==> config.mk <==
export PLATFORM = sky130hd
export DESIGN_NAME = multicycle_controller_flat
export DESIGN_NICKNAME = d
export VERILOG_FILES = /design/src/rtl/multicycle_controller_pkg.sv /design/src/rtl/multicycle_controller_if.sv /design/src/rtl/multicycle_controller_instr_decoder.sv /design/src/rtl/multicycle_controller.sv /design/src/flat_wrapper.sv
export SDC_FILE = /design/constraint.sdc
export NUM_CORES = 1
export LEC_CHECK = 0
export CAP_MARGIN = 20
export CELL_PAD_IN_SITES_DETAIL_PLACEMENT = 1
export CELL_PAD_IN_SITES_GLOBAL_PLACEMENT = 1
export CORE_MARGIN = 4
export CORE_UTILIZATION = 29
export CTS_CLUSTER_DIAMETER = 40
export DETAILED_ROUTE_END_ITERATION = 10
export PLACE_DENSITY = 0.91
export SYNTH_ARGS = -nofsm -noshare
export SYNTH_HDL_FRONTEND = slang
export SYNTH_HIERARCHICAL = 1
export SYNTH_SLANG_ARGS = --single-unit
==> constraint.sdc <==
create_clock -name clk -period 3.99 [get_ports clk]
set_clock_uncertainty 0.15 [all_clocks]
set_input_delay 0.798 -clock clk [delete_from_list [all_inputs] [get_ports clk]]
set_output_delay 0.798 -clock clk [all_outputs]
set_load 0.03 [all_outputs]
==> src/rtl/multicycle_controller_pkg.sv <==
// Shared control definitions for the multicycle RV32I controller:
// opcodes, funct codes, datapath select encodings, FSM states and fault codes.
package multicycle_controller_pkg;

  localparam int IMM_TYPE_WIDTH = 3;
  localparam int ALUOP_WIDTH    = 4;

  localparam logic [6:0] OP_LUI    = 7'b0110111;
  localparam logic [6:0] OP_AUIPC  = 7'b0010111;
  localparam logic [6:0] OP_JAL    = 7'b1101111;
  localparam logic [6:0] OP_JALR   = 7'b1100111;
  localparam logic [6:0] OP_BRANCH = 7'b1100011;
  localparam logic [6:0] OP_LOAD   = 7'b0000011;
  localparam logic [6:0] OP_STORE  = 7'b0100011;
  localparam logic [6:0] OP_IMM    = 7'b0010011;
  localparam logic [6:0] OP_REG    = 7'b0110011;
  localparam logic [6:0] OP_SYSTEM = 7'b1110011;

  localparam logic [2:0] F3_ADD_SUB = 3'b000;
  localparam logic [2:0] F3_SLL     = 3'b001;
  localparam logic [2:0] F3_SLT     = 3'b010;
  localparam logic [2:0] F3_SLTU    = 3'b011;
  localparam logic [2:0] F3_XOR     = 3'b100;
  localparam logic [2:0] F3_SR      = 3'b101;
  localparam logic [2:0] F3_OR      = 3'b110;
  localparam logic [2:0] F3_SB      = 3'b000;
  localparam logic [2:0] F3_SH      = 3'b001;
  localparam logic [2:0] F3_SW      = 3'b010;
  localparam logic [6:0] F7_BASE    = 7'b0000000;
  localparam logic [6:0] F7_ALT     = 7'b0100000;

  localparam logic [IMM_TYPE_WIDTH-1:0] IMM_I = 3'd0;
  localparam logic [IMM_TYPE_WIDTH-1:0] IMM_S = 3'd1;
  localparam logic [IMM_TYPE_WIDTH-1:0] IMM_B = 3'd2;
  localparam logic [IMM_TYPE_WIDTH-1:0] IMM_U = 3'd3;
  localparam logic [IMM_TYPE_WIDTH-1:0] IMM_J = 3'd4;

  localparam logic [ALUOP_WIDTH-1:0] ALU_ADD    = 4'd0;
  localparam logic [ALUOP_WIDTH-1:0] ALU_SUB    = 4'd1;
  localparam logic [ALUOP_WIDTH-1:0] ALU_SLL    = 4'd2;
  localparam logic [ALUOP_WIDTH-1:0] ALU_SLT    = 4'd3;
  localparam logic [ALUOP_WIDTH-1:0] ALU_SLTU   = 4'd4;
  localparam logic [ALUOP_WIDTH-1:0] ALU_XOR    = 4'd5;
  localparam logic [ALUOP_WIDTH-1:0] ALU_SRL    = 4'd6;
  localparam logic [ALUOP_WIDTH-1:0] ALU_SRA    = 4'd7;
  localparam logic [ALUOP_WIDTH-1:0] ALU_OR     = 4'd8;
  localparam logic [ALUOP_WIDTH-1:0] ALU_AND    = 4'd9;
  localparam logic [ALUOP_WIDTH-1:0] ALU_COPY_B = 4'd10;

  localparam logic       PC_PLUS_4 = 1'b0;
  localparam logic       PC_ALU    = 1'b1;
  localparam logic       A_REG     = 1'b0;
  localparam logic       A_PC      = 1'b1;
  localparam logic       B_REG     = 1'b0;
  localparam logic       B_IMM     = 1'b1;
  localparam logic [1:0] WB_MEM    = 2'd0;
  localparam logic [1:0] WB_ALU    = 2'd1;
  localparam logic [1:0] WB_PC     = 2'd2;

  // Load selects reuse the RV32I load funct3 values directly.
  localparam logic [2:0] LD_BYTE   = 3'b000;
  localparam logic [2:0] LD_HALF   = 3'b001;
  localparam logic [2:0] LD_WORD   = 3'b010;
  localparam logic [2:0] LD_BYTE_U = 3'b100;
  localparam logic [2:0] LD_HALF_U = 3'b101;

  localparam logic [3:0] STR_BYTE = 4'b0001;
  localparam logic [3:0] STR_HALF = 4'b0011;
  localparam logic [3:0] STR_WORD = 4'b1111;

  localparam logic [1:0] FAULT_NONE    = 2'd0;
  localparam logic [1:0] FAULT_ILLEGAL = 2'd1;
  localparam logic [1:0] FAULT_SYSTEM  = 2'd2;
  localparam logic [1:0] FAULT_FETCH   = 2'd3;

  typedef enum logic [2:0] {FETCH, DECODE, EXEC, MEM, WB, HALT} state_t;

  function automatic logic [ALUOP_WIDTH-1:0] alu_op(input logic [2:0] f3, input logic alt);
    case (f3)
      F3_ADD_SUB: return alt ? ALU_SUB : ALU_ADD;
      F3_SLL:     return ALU_SLL;
      F3_SLT:     return ALU_SLT;
      F3_SLTU:    return ALU_SLTU;
      F3_XOR:     return ALU_XOR;
      F3_SR:      return alt ? ALU_SRA : ALU_SRL;
      F3_OR:      return ALU_OR;
      default:    return ALU_AND;
    endcase
  endfunction

endpackage

==> src/rtl/multicycle_controller_if.sv <==
// Instruction/data memory handshake between the controller (master) and memories (slave).
interface multicycle_controller_if #(
  parameter int DWIDTH = 32
);
  logic                  imem_req;
  logic                  imem_ready;
  logic                  dmem_req;
  logic                  dmem_ready;
  logic [DWIDTH/8-1:0]   dmem_wbe;

  modport master (output imem_req, dmem_req, dmem_wbe, input imem_ready, dmem_ready);
  modport slave  (input imem_req, dmem_req, dmem_wbe, output imem_ready, dmem_ready);
endinterface

==> src/rtl/multicycle_controller_instr_decoder.sv <==
// Combinational RV32I field decode: datapath selects, store mask, class flags,
// branch resolution and illegal/system detection for the instruction in IR.
module instr_decoder
  import multicycle_controller_pkg::*;
(
  input  logic [31:0]               instr,
  input  logic                      br_eq,
  input  logic                      br_lt,
  output logic [IMM_TYPE_WIDTH-1:0] imm_sel,
  output logic                      a_sel,
  output logic                      b_sel,
  output logic [ALUOP_WIDTH-1:0]    alu_sel,
  output logic                      br_un,
  output logic [2:0]                ld_sel,
  output logic [1:0]                wb_sel,
  output logic [3:0]                str_mask,
  output logic                      is_load,
  output logic                      is_store,
  output logic                      is_branch,
  output logic                      pc_alu,
  output logic                      illegal,
  output logic                      system
);
  logic [6:0] opcode;
  logic [2:0] f3;
  logic [6:0] f7;

  assign opcode = instr[6:0];
  assign f3     = instr[14:12];
  assign f7     = instr[31:25];

  always_comb begin
    imm_sel   = IMM_I;
    a_sel     = A_REG;
    b_sel     = B_IMM;
    alu_sel   = ALU_ADD;
    br_un     = 1'b0;
    ld_sel    = f3;
    wb_sel    = WB_ALU;
    str_mask  = 4'b0000;
    is_load   = 1'b0;
    is_store  = 1'b0;
    is_branch = 1'b0;
    pc_alu    = 1'b0;
    illegal   = 1'b0;
    system    = 1'b0;
    case (opcode)
      OP_LUI: begin
        imm_sel = IMM_U;
        alu_sel = ALU_COPY_B;
      end
      OP_AUIPC: begin
        imm_sel = IMM_U;
        a_sel   = A_PC;
      end
      OP_JAL: begin
        imm_sel = IMM_J;
        a_sel   = A_PC;
        wb_sel  = WB_PC;
        pc_alu  = 1'b1;
      end
      OP_JALR: begin
        wb_sel  = WB_PC;
        pc_alu  = 1'b1;
        illegal = (f3 != 3'b000);
      end
      OP_BRANCH: begin
        // funct3[2] selects lt vs eq, funct3[0] inverts, funct3[1] marks unsigned.
        imm_sel   = IMM_B;
        a_sel     = A_PC;
        is_branch = 1'b1;
        br_un     = f3[1];
        pc_alu    = (f3[2] ? br_lt : br_eq) ^ f3[0];
        illegal   = (f3[2:1] == 2'b01);
      end
      OP_LOAD: begin
        is_load = 1'b1;
        wb_sel  = WB_MEM;
        illegal = (f3 == 3'b011) || (f3[2:1] == 2'b11);
      end
      OP_STORE: begin
        imm_sel  = IMM_S;
        is_store = 1'b1;
        case (f3)
          F3_SB:   str_mask = STR_BYTE;
          F3_SH:   str_mask = STR_HALF;
          F3_SW:   str_mask = STR_WORD;
          default: illegal  = 1'b1;
        endcase
      end
      OP_IMM: begin
        alu_sel = alu_op(f3, (f3 == F3_SR) && f7[5]);
        if (f3 == F3_SLL)
          illegal = (f7 != F7_BASE);
        else if (f3 == F3_SR)
          illegal = (f7 != F7_BASE) && (f7 != F7_ALT);
      end
      OP_REG: begin
        b_sel   = B_REG;
        alu_sel = alu_op(f3, f7[5]);
        illegal = !((f7 == F7_BASE) ||
                    ((f7 == F7_ALT) && ((f3 == F3_ADD_SUB) || (f3 == F3_SR))));
      end
      OP_SYSTEM: system  = 1'b1;
      default:   illegal = 1'b1;
    endcase
  end

endmodule

==> src/rtl/multicycle_controller.sv <==
// Multicycle RV32I control FSM (FETCH/DECODE/EXEC/MEM/WB/HALT) with fetch
// wait-cycle watchdog; field decode lives in instr_decoder.
module multicycle_controller
  import multicycle_controller_pkg::*;
#(
  parameter int DWIDTH        = 32,
  parameter int IMEM_WAIT_MAX = 255
) (
  input  logic                      clk,
  input  logic                      rst,
  input  logic [DWIDTH-1:0]         instr,
  multicycle_controller_if.master   mem,
  input  logic                      br_eq,
  input  logic                      br_lt,
  output logic                      br_un,
  output logic                      ir_we,
  output logic                      pc_we,
  output logic                      rf_we,
  output logic                      pc_sel,
  output logic [IMM_TYPE_WIDTH-1:0] imm_sel,
  output logic                      a_sel,
  output logic                      b_sel,
  output logic [ALUOP_WIDTH-1:0]    alu_sel,
  output logic [2:0]                ld_sel,
  output logic [1:0]                wb_sel,
  output logic                      retire,
  output logic                      halted,
  output logic [1:0]                fault_cause
);
  localparam int                WAIT_W    = $clog2(IMEM_WAIT_MAX + 1);
  localparam int                WBE_W     = DWIDTH / 8;
  localparam logic [WAIT_W-1:0] WAIT_LAST = WAIT_W'(IMEM_WAIT_MAX - 1);

  state_t            state, state_nxt;
  logic [WAIT_W-1:0] wait_cnt, wait_cnt_nxt;
  logic [1:0]        fault_nxt;
  logic [3:0]        str_mask;
  logic              is_load, is_store, is_branch, pc_alu, illegal, system;

  instr_decoder u_dec (
    .instr     (instr[31:0]),
    .br_eq     (br_eq),
    .br_lt     (br_lt),
    .imm_sel   (imm_sel),
    .a_sel     (a_sel),
    .b_sel     (b_sel),
    .alu_sel   (alu_sel),
    .br_un     (br_un),
    .ld_sel    (ld_sel),
    .wb_sel    (wb_sel),
    .str_mask  (str_mask),
    .is_load   (is_load),
    .is_store  (is_store),
    .is_branch (is_branch),
    .pc_alu    (pc_alu),
    .illegal   (illegal),
    .system    (system)
  );

  always_ff @(posedge clk) begin
    if (rst) begin
      state       <= FETCH;
      wait_cnt    <= '0;
      fault_cause <= FAULT_NONE;
    end else begin
      state       <= state_nxt;
      wait_cnt    <= wait_cnt_nxt;
      fault_cause <= fault_nxt;
    end
  end

  // Strobes are gated by rst so a mid-MEM or mid-FETCH reset cycle stays quiet.
  always_comb begin
    state_nxt     = state;
    wait_cnt_nxt  = '0;
    fault_nxt     = fault_cause;
    mem.imem_req  = 1'b0;
    mem.dmem_req  = 1'b0;
    mem.dmem_wbe  = '0;
    ir_we         = 1'b0;
    pc_we         = 1'b0;
    rf_we         = 1'b0;
    pc_sel        = PC_PLUS_4;
    retire        = 1'b0;
    halted        = 1'b0;
    if (!rst) begin
      case (state)
        FETCH: begin
          mem.imem_req = 1'b1;
          if (mem.imem_ready) begin
            ir_we     = 1'b1;
            state_nxt = DECODE;
          end else if (wait_cnt == WAIT_LAST) begin
            state_nxt = HALT;
            fault_nxt = FAULT_FETCH;
          end else begin
            wait_cnt_nxt = wait_cnt + 1'b1;
          end
        end
        DECODE: begin
          if (illegal) begin
            state_nxt = HALT;
            fault_nxt = FAULT_ILLEGAL;
          end else if (system) begin
            state_nxt = HALT;
            fault_nxt = FAULT_SYSTEM;
          end else begin
            state_nxt = EXEC;
          end
        end
        EXEC: state_nxt = (is_load || is_store) ? MEM : WB;
        MEM: begin
          mem.dmem_req = 1'b1;
          if (is_store) mem.dmem_wbe = WBE_W'(str_mask);
          if (mem.dmem_ready) begin
            if (is_store) begin
              pc_we     = 1'b1;
              retire    = 1'b1;
              state_nxt = FETCH;
            end else begin
              state_nxt = WB;
            end
          end
        end
        WB: begin
          rf_we     = !is_branch;
          pc_we     = 1'b1;
          retire    = 1'b1;
          pc_sel    = pc_alu ? PC_ALU : PC_PLUS_4;
          state_nxt = FETCH;
        end
        HALT:    halted    = 1'b1;
        default: state_nxt = FETCH;
      endcase
    end
  end

endmodule

==> src/flat_wrapper.sv <==
// flat-port wrapper written by rule: the top's interface ports become plain ports
module multicycle_controller_flat import multicycle_controller_pkg::*;
#(
  parameter int DWIDTH        = 32,
  parameter int IMEM_WAIT_MAX = 255
)
  (clk, rst, instr, br_eq, br_lt, br_un, ir_we, pc_we, rf_we, pc_sel, imm_sel, a_sel, b_sel, alu_sel, ld_sel, wb_sel, retire, halted, fault_cause, mem_imem_req, mem_dmem_req, mem_dmem_wbe, mem_imem_ready, mem_dmem_ready);
  multicycle_controller_if #(.DWIDTH(DWIDTH)) mem_i ();
  input  logic clk;
  input  logic rst;
  input  logic [DWIDTH-1:0] instr;
  input  logic br_eq;
  input  logic br_lt;
  output logic br_un;
  output logic ir_we;
  output logic pc_we;
  output logic rf_we;
  output logic pc_sel;
  output logic [IMM_TYPE_WIDTH-1:0] imm_sel;
  output logic a_sel;
  output logic b_sel;
  output logic [ALUOP_WIDTH-1:0] alu_sel;
  output logic [2:0] ld_sel;
  output logic [1:0] wb_sel;
  output logic retire;
  output logic halted;
  output logic [1:0] fault_cause;
  output wire logic [$bits(mem_i.imem_req)-1:0] mem_imem_req;
  output wire logic [$bits(mem_i.dmem_req)-1:0] mem_dmem_req;
  output wire logic [$bits(mem_i.dmem_wbe)-1:0] mem_dmem_wbe;
  input wire logic [$bits(mem_i.imem_ready)-1:0] mem_imem_ready;
  input wire logic [$bits(mem_i.dmem_ready)-1:0] mem_dmem_ready;
  assign mem_imem_req = mem_i.imem_req;
  assign mem_dmem_req = mem_i.dmem_req;
  assign mem_dmem_wbe = mem_i.dmem_wbe;
  assign mem_i.imem_ready = mem_imem_ready;
  assign mem_i.dmem_ready = mem_dmem_ready;
  multicycle_controller #(.DWIDTH(DWIDTH), .IMEM_WAIT_MAX(IMEM_WAIT_MAX)) u_core (.clk(clk), .rst(rst), .instr(instr), .mem(mem_i), .br_eq(br_eq), .br_lt(br_lt), .br_un(br_un), .ir_we(ir_we), .pc_we(pc_we), .rf_we(rf_we), .pc_sel(pc_sel), .imm_sel(imm_sel), .a_sel(a_sel), .b_sel(b_sel), .alu_sel(alu_sel), .ld_sel(ld_sel), .wb_sel(wb_sel), .retire(retire), .halted(halted), .fault_cause(fault_cause));
endmodule
# Word-level counts from Yosys, hierarchy flattened
# Cells that the tools add are included.
totals:
  register_bits: 13
  latchBits: 0
  ramBits: 0
  romBits: 0
  input_bits: 38
  wordCells: 119
  memories: 0
op_classes:
  addsub: 1
  n_mul: 0
  n_div: 0
  order_cmp: 0
  eq_ne: 31
  shift: 0
  mux: 58
  n_bitwise: 3
  reduce_logical: 23
op_table:
  columns: ["operator", "count"]
  rows:
  - ["$pmux 4 s7", 2]
  - ["$mux 1", 32]
  - ["$eq 7x6->1 const B", 4]
  - ["$eq 7x7->1 const B", 4]
  - ["$pmux 4 s3", 2]
  - ["$mux 3", 7]
  - ["$mux 4", 4]
  - ["$eq 3x3->1 const B", 5]
  - ["$pmux 3 s5", 1]
  - ["$eq 7x5->1 const B", 2]
  - ["$eq 3x2->1 const B", 4]
  - ["$pmux 3 s4", 1]
  - ["$add 8x1->8 const B", 1]
  - ["$eq 8x8->1 const B", 1]
  - ["$mux 2", 4]
  - ["$pmux 2 s2", 2]
  - ["$reduce_or 4->1", 2]
  - ["$eq 7x2->1 const B", 1]
  - ["$logic_not 7->1", 1]
  - ["$ne 7x6->1 const B", 1]
  - ["$pmux 1 s7", 1]
  - ["$reduce_bool 7->1", 1]
  - ["$eq 3x1->1 const B", 2]
  - ["$logic_not 3->1", 2]
  - ["18 further kinds", 29]

# Logic depth before layout (Yosys ltp)
depth:
  ltp_word: 8
  depth_mapped: 9
  depth_no_buf: 9

# Hierarchy
# The synthesis kept the hierarchy.
by_module_without_submodules:
  columns: ["mod", "instances", "cells_per_inst", "area_each_um2"]
  rows:
  - ["multicycle_controller", 1, 99, 817.0]
  - ["instr_decoder", 1, 70, 445.4]

# Worst setup path after synthesis
# OpenSTA, ideal clock, no wires.
synth_path:
  path_kind: "input port to output port"
  startpoint: "input port instr[2]"
  endpoint: "output port retire"
  arrival_time_ps: 2795
  required_ps: 3042
  setup_slack_ps: 247
  stages: 8
  n_path_buf: 1
  path_cell_list: "or4b_1 -> or3_4 -> inv_2 -> nand3_1 -> nor3b_1 -> a21oi_1 -> nor2_1 -> buf_4"
synth_via:
  elab_chain_len: 6
synth_rtl:
  columns: ["element", "line_no", "rtl"]
  rows:
  - ["start: declaration", "flat_wrapper.sv:11", "input logic [DWIDTH-1:0] instr;"]
  - ["$eq 7x6->1", "multicycle_controller_instr_decoder.sv:47", "case (opcode)"]
  - ["$mux 1", "multicycle_controller_instr_decoder.sv:47", null]
  - ["named net u_core.is_store", "multicycle_controller.sv:38", "logic is_load, is_store, is_branch, pc_alu, illegal, system;"]
  - ["$mux 1 (2 in a row)", null, null]
  - ["$pmux 1 s2", null, null]
  - ["$mux 1", null, null]
  - ["end: declaration", "flat_wrapper.sv:25", "output logic retire;"]
# The timed path passes the listed nets, and every way through them passes these cells.

# Final worst setup path
layout_path:
  startpoint: "input port instr[3]"
  endpoint: "output port pc_we"
layout_via:
  elab_chain_len: 6
layout_rtl:
  columns: ["element", "line_no", "rtl"]
  rows:
  - ["$eq 7x6->1", "multicycle_controller_instr_decoder.sv:47", null]
  - ["$mux 1", "multicycle_controller_instr_decoder.sv:47", null]
  - ["named net u_core.is_store", "multicycle_controller.sv:38", null]
  - ["$mux 1", "multicycle_controller.sv:116", "if (is_store) begin"]
  - ["$mux 1", "multicycle_controller.sv:115", "if (mem.dmem_ready) begin"]
  - ["$pmux 1 s2", "multicycle_controller.sv:87", "case (state)"]
  - ["$mux 1", "multicycle_controller.sv:86", "if (!rst) begin"]
  - ["end: declaration", "flat_wrapper.sv:16", "output logic pc_we;"]
# The timed path passes the listed nets, and every way through them passes these cells.

==> summary.md <==
| Metric | Value |
|---|---|
| Outcome | `finished clean` |
| IO Port Bufs | `51` |
| Initial antenna violation count | `0` |
| Final Non-Filler Cells | `270` |
| # diodes | `0` |
| Reg-to-Reg End | `u_core/wait_cnt[6]` |
| CP cell instances | `clkdlybuf4s50_1 -> or4b_1 -> or3_4 -> inv_2 -> nand3_1 -> nor3b_2 -> a21oi_1 -> nor2_1 -> buf_4` |
| PwrDens | `208 mW/mm2` |
| Routed vias/inst | `5.15` |
| Post-Syn Nets | `209` |
| Mapped cell area | `0.00126 mm2` |
| Synth warn | `6` |
| Residual DRC | `0` |
| Fin crit share | `96.1%` |
| First-pass GRT wire length | `6560 um` |
| Startpoint types | `input port` |
| Cells after Synth | `169` |
| Core footprint | `0.00412 mm2` |
| Buffer depth of the longest clock path | `2` |
| Later-pin clock latency in the skew report | `250 ps` |
| Area taken by multi-input logic gates | `872 um2` |
| Distinct cells, synth | `56` |
| Num rows | `23` |
| CTS buffer count | `3` |
| CTS clk-pin slew, worst paths | `50 ps` |
| Share of flip-flops with an asynchronous set or reset | `0%` |
| Area contributors post-synth | `dfxtp_1 (21%), nor2_1 (5.9%), nor3_1 (4.0%)` |
| Peak VDD IR | `79.5 uV` |
| Largest net degree at the start of global routing | `16` |
| Area Overhead vs Synth | `45.9%` |
| Class of the worst hold path | `flip-flop to flip-flop` |
| Setup Crit Path Kind | `input port to output port` |
| Slowest stage delay, CP | `500 ps` |
| Syn avg cell area | `7.47 um2` |
| Hold EP | `u_core/wait_cnt[0]` |
| CTS tree | `yes` |
| Die ar. | `0.00547 mm2` |
| Rel. slew slack | `52.5%` |
| Min Tclk post-route | `3840 ps` |
| Number of flops mapped to enable cells by yosys | `0` |
| Initial Util | `30.7%` |
| Slowest cell on the critical path | `or4b_1` |
| Hold Crit Depth | `1` |
| R2R Setup Slk | `2130 ps` |
| Height of the chip | `74.0 um` |
| Fin. max-slew vios | `0` |
| Hpwl dp | `3230 um` |
| Final Hold Viols | `0` |
| Max Fclk | `261 MHz` |
| Leakage Power | `0.731 nW` |
| Endpoint class of the critical path | `output port` |
| Nets@finish | `261` |
| Iter 0 DRT Violations | `80` |
| CP max FO | `3` |
| Post-synthesis sequential area ratio | `20.6%` |
| Post-route ant nets | `0` |
| Overall power | `0.383 mW` |
| Final setup fails | `0` |
| Leading area contributor after synthesis | `dfxtp_1` |
| WL final | `3950 um` |
| Inst Count DP | `266` |
| Ports | `67` |
| Layout cells sized above 1 | `19.1%` |
| Beginning of the worst hold path | `u_core/wait_cnt[0]` |
| Seq cells post-synth | `13` |
| CP Data Required Time | `3040 ps` |
| Clock root cell | `clkbuf_8` |
| First-pass DRT Iterations | `4` |
| Horiz. Die Dim | `74.0 um` |
| Top FF cell, synth | `dfxtp_1` |
| R2r startpoint | `u_core/wait_cnt[0]` |
| Gr usage total | `15.1%` |
| Critical path arrival | `2890 ps` |
| Setup TNS Final | `0 ps` |
| Max-cap violations | `0` |
| # fillers | `516` |
| Worst-Margin Slew | `701 ps` |
| Vias | `1391` |
| Wire length per cell | `14.6 um` |
| RSZ-0062 raised after global routing | `false` |
| Vias in the first global route | `1349` |
| Placer congestion estimate | `0.868` |
| CTS sink count | `13` |
| Reg2reg path depth | `6` |
| Synth top area share | `20.6%` |
| Storage element area | `260 um2` |
| Hold_buf cts | `0` |
| # H-tree levels | `1` |
| Remaining Overflow, GRT | `0` |
-- cell usage after synthesis (3+ instances only) --
cell / n
a211oi_1: 3
a21oi_1: 7
and2_1: 6
and3_1: 4
buf_4: 5
dfxtp_1: 13
inv_1: 6
nand2_1: 11
nand2b_1: 3
nand3_1: 7
nor2_1: 20
nor2_2: 7
nor2b_1: 5
nor3_1: 10
nor3b_1: 4
o21ai_0: 4
o22ai_1: 3
xnor2_1: 5
-- layer usage --
metal  track usage [%]  routed length (um)  vias to the layer above
met5                 0                   0                        -
met4              1.81                   0                        0
met3              2.30                 150                        0
met2              26.3                2050                       29
met1              20.1                1750                      665
li1                  -                   -                      697
-- timing repair --
action,in CTS,in global routing
buffers inserted,0,0
endpoints found under the setup margin,0,8
gates resized for setup,0,5
-- kinds of logic (layout without fill, tap and decap cells) --
kind of cell / Yosys count / after routing / synth area share [%]
compound gates: 30 / 30 / 16.4
simple gates: 95 / 95 / 44.3
xor+xnor: 7 / 7 / 4.86
flops: 13 / 13 / 20.6
buf+inv: 21 / 72 / 11.1
fa+ha+maj: 2 / 2 / 1.98
mux: 1 / 1 / 0.793
-- cell usage in the layout, fill, tap and decap left out, types with 3 or more instances in the layout --
cell type,n
nand3_1,7
dlymetal6s2s_1,3
clkbuf_8,3
xnor2_1,5
a21oi_1,7
nor3_1,9
nor2_2,7
nand2b_1,3
a211oi_1,3
nor3b_1,3
clkdlybuf4s50_1,41
nor2b_1,5
inv_1,6
buf_4,17
o21ai_0,4
nand2_1,11
and2_1,6
dfxtp_1,13
o22ai_1,3
nor2_1,20
and3_1,4
-- final cells by class --
cell class | instances | share of cell area (%)
Tap cell | 50 | 3.40
Multi-Input combinational cell | 135 | 47.4
Clock buffer | 4 | 2.45
Sequential cell | 13 | 14.1
Timing Repair Buffer | 61 | 31.2
Inverter | 7 | 1.43
-- flip-flops by register name, indices dropped and copies added (netlist names) --
signal	cells
u_core/fault_cause	2
u_core/state	3
u_core/wait_cnt	8
-- how the worst max path moves through the flow --
stage / cells past startpoint / from / to / slack [ps]
after floorplan: 8 / instr[2] / retire / 250
after global placement: 8 / instr[2] / mem_dmem_wbe[0] / 60
after detailed placement: 8 / instr[4] / mem_dmem_wbe[1] / 20
after CTS: 8 / instr[2] / mem_dmem_wbe[1] / 10
after global routing: 9 / instr[3] / retire / 20
final: 9 / instr[3] / pc_we / 150
-- worst max-delay path: cells and delay by family --
| family | cells | cell delay, ps |
|---|---|---|
| buffers and inverters | 3 | 660 |
| AND/OR/NAND/NOR | 5 | 1350 |
| AO/OA/AOI/OAI | 1 | 60 |
-- power by group --
group | switching [mW] | total (mW) | internal (mW)
sequential | 0.0104 | 0.146 | 0.135
clock | 0.0482 | 0.119 | 0.0705
combinational | 0.0620 | 0.119 | 0.0569
total | 0.121 | 0.383 | 0.263
-- stage by stage --
step / util (%) / instance area, um2 / setup WS (ps) / hold slack [ps]
after floorplan: - / 1260 / 247 / 300
after global placement: 43.2 / 1780 / 58.4 / 315
after detailed placement: 43.2 / 1780 / 16.7 / 323
after CTS: 44.3 / 1820 / 10.3 / 368
after global routing: 44.8 / 1840 / 20.2 / 390
final: 44.8 / 1840 / 155 / 354
No activity file was read; power rests on OpenSTA's default activity.
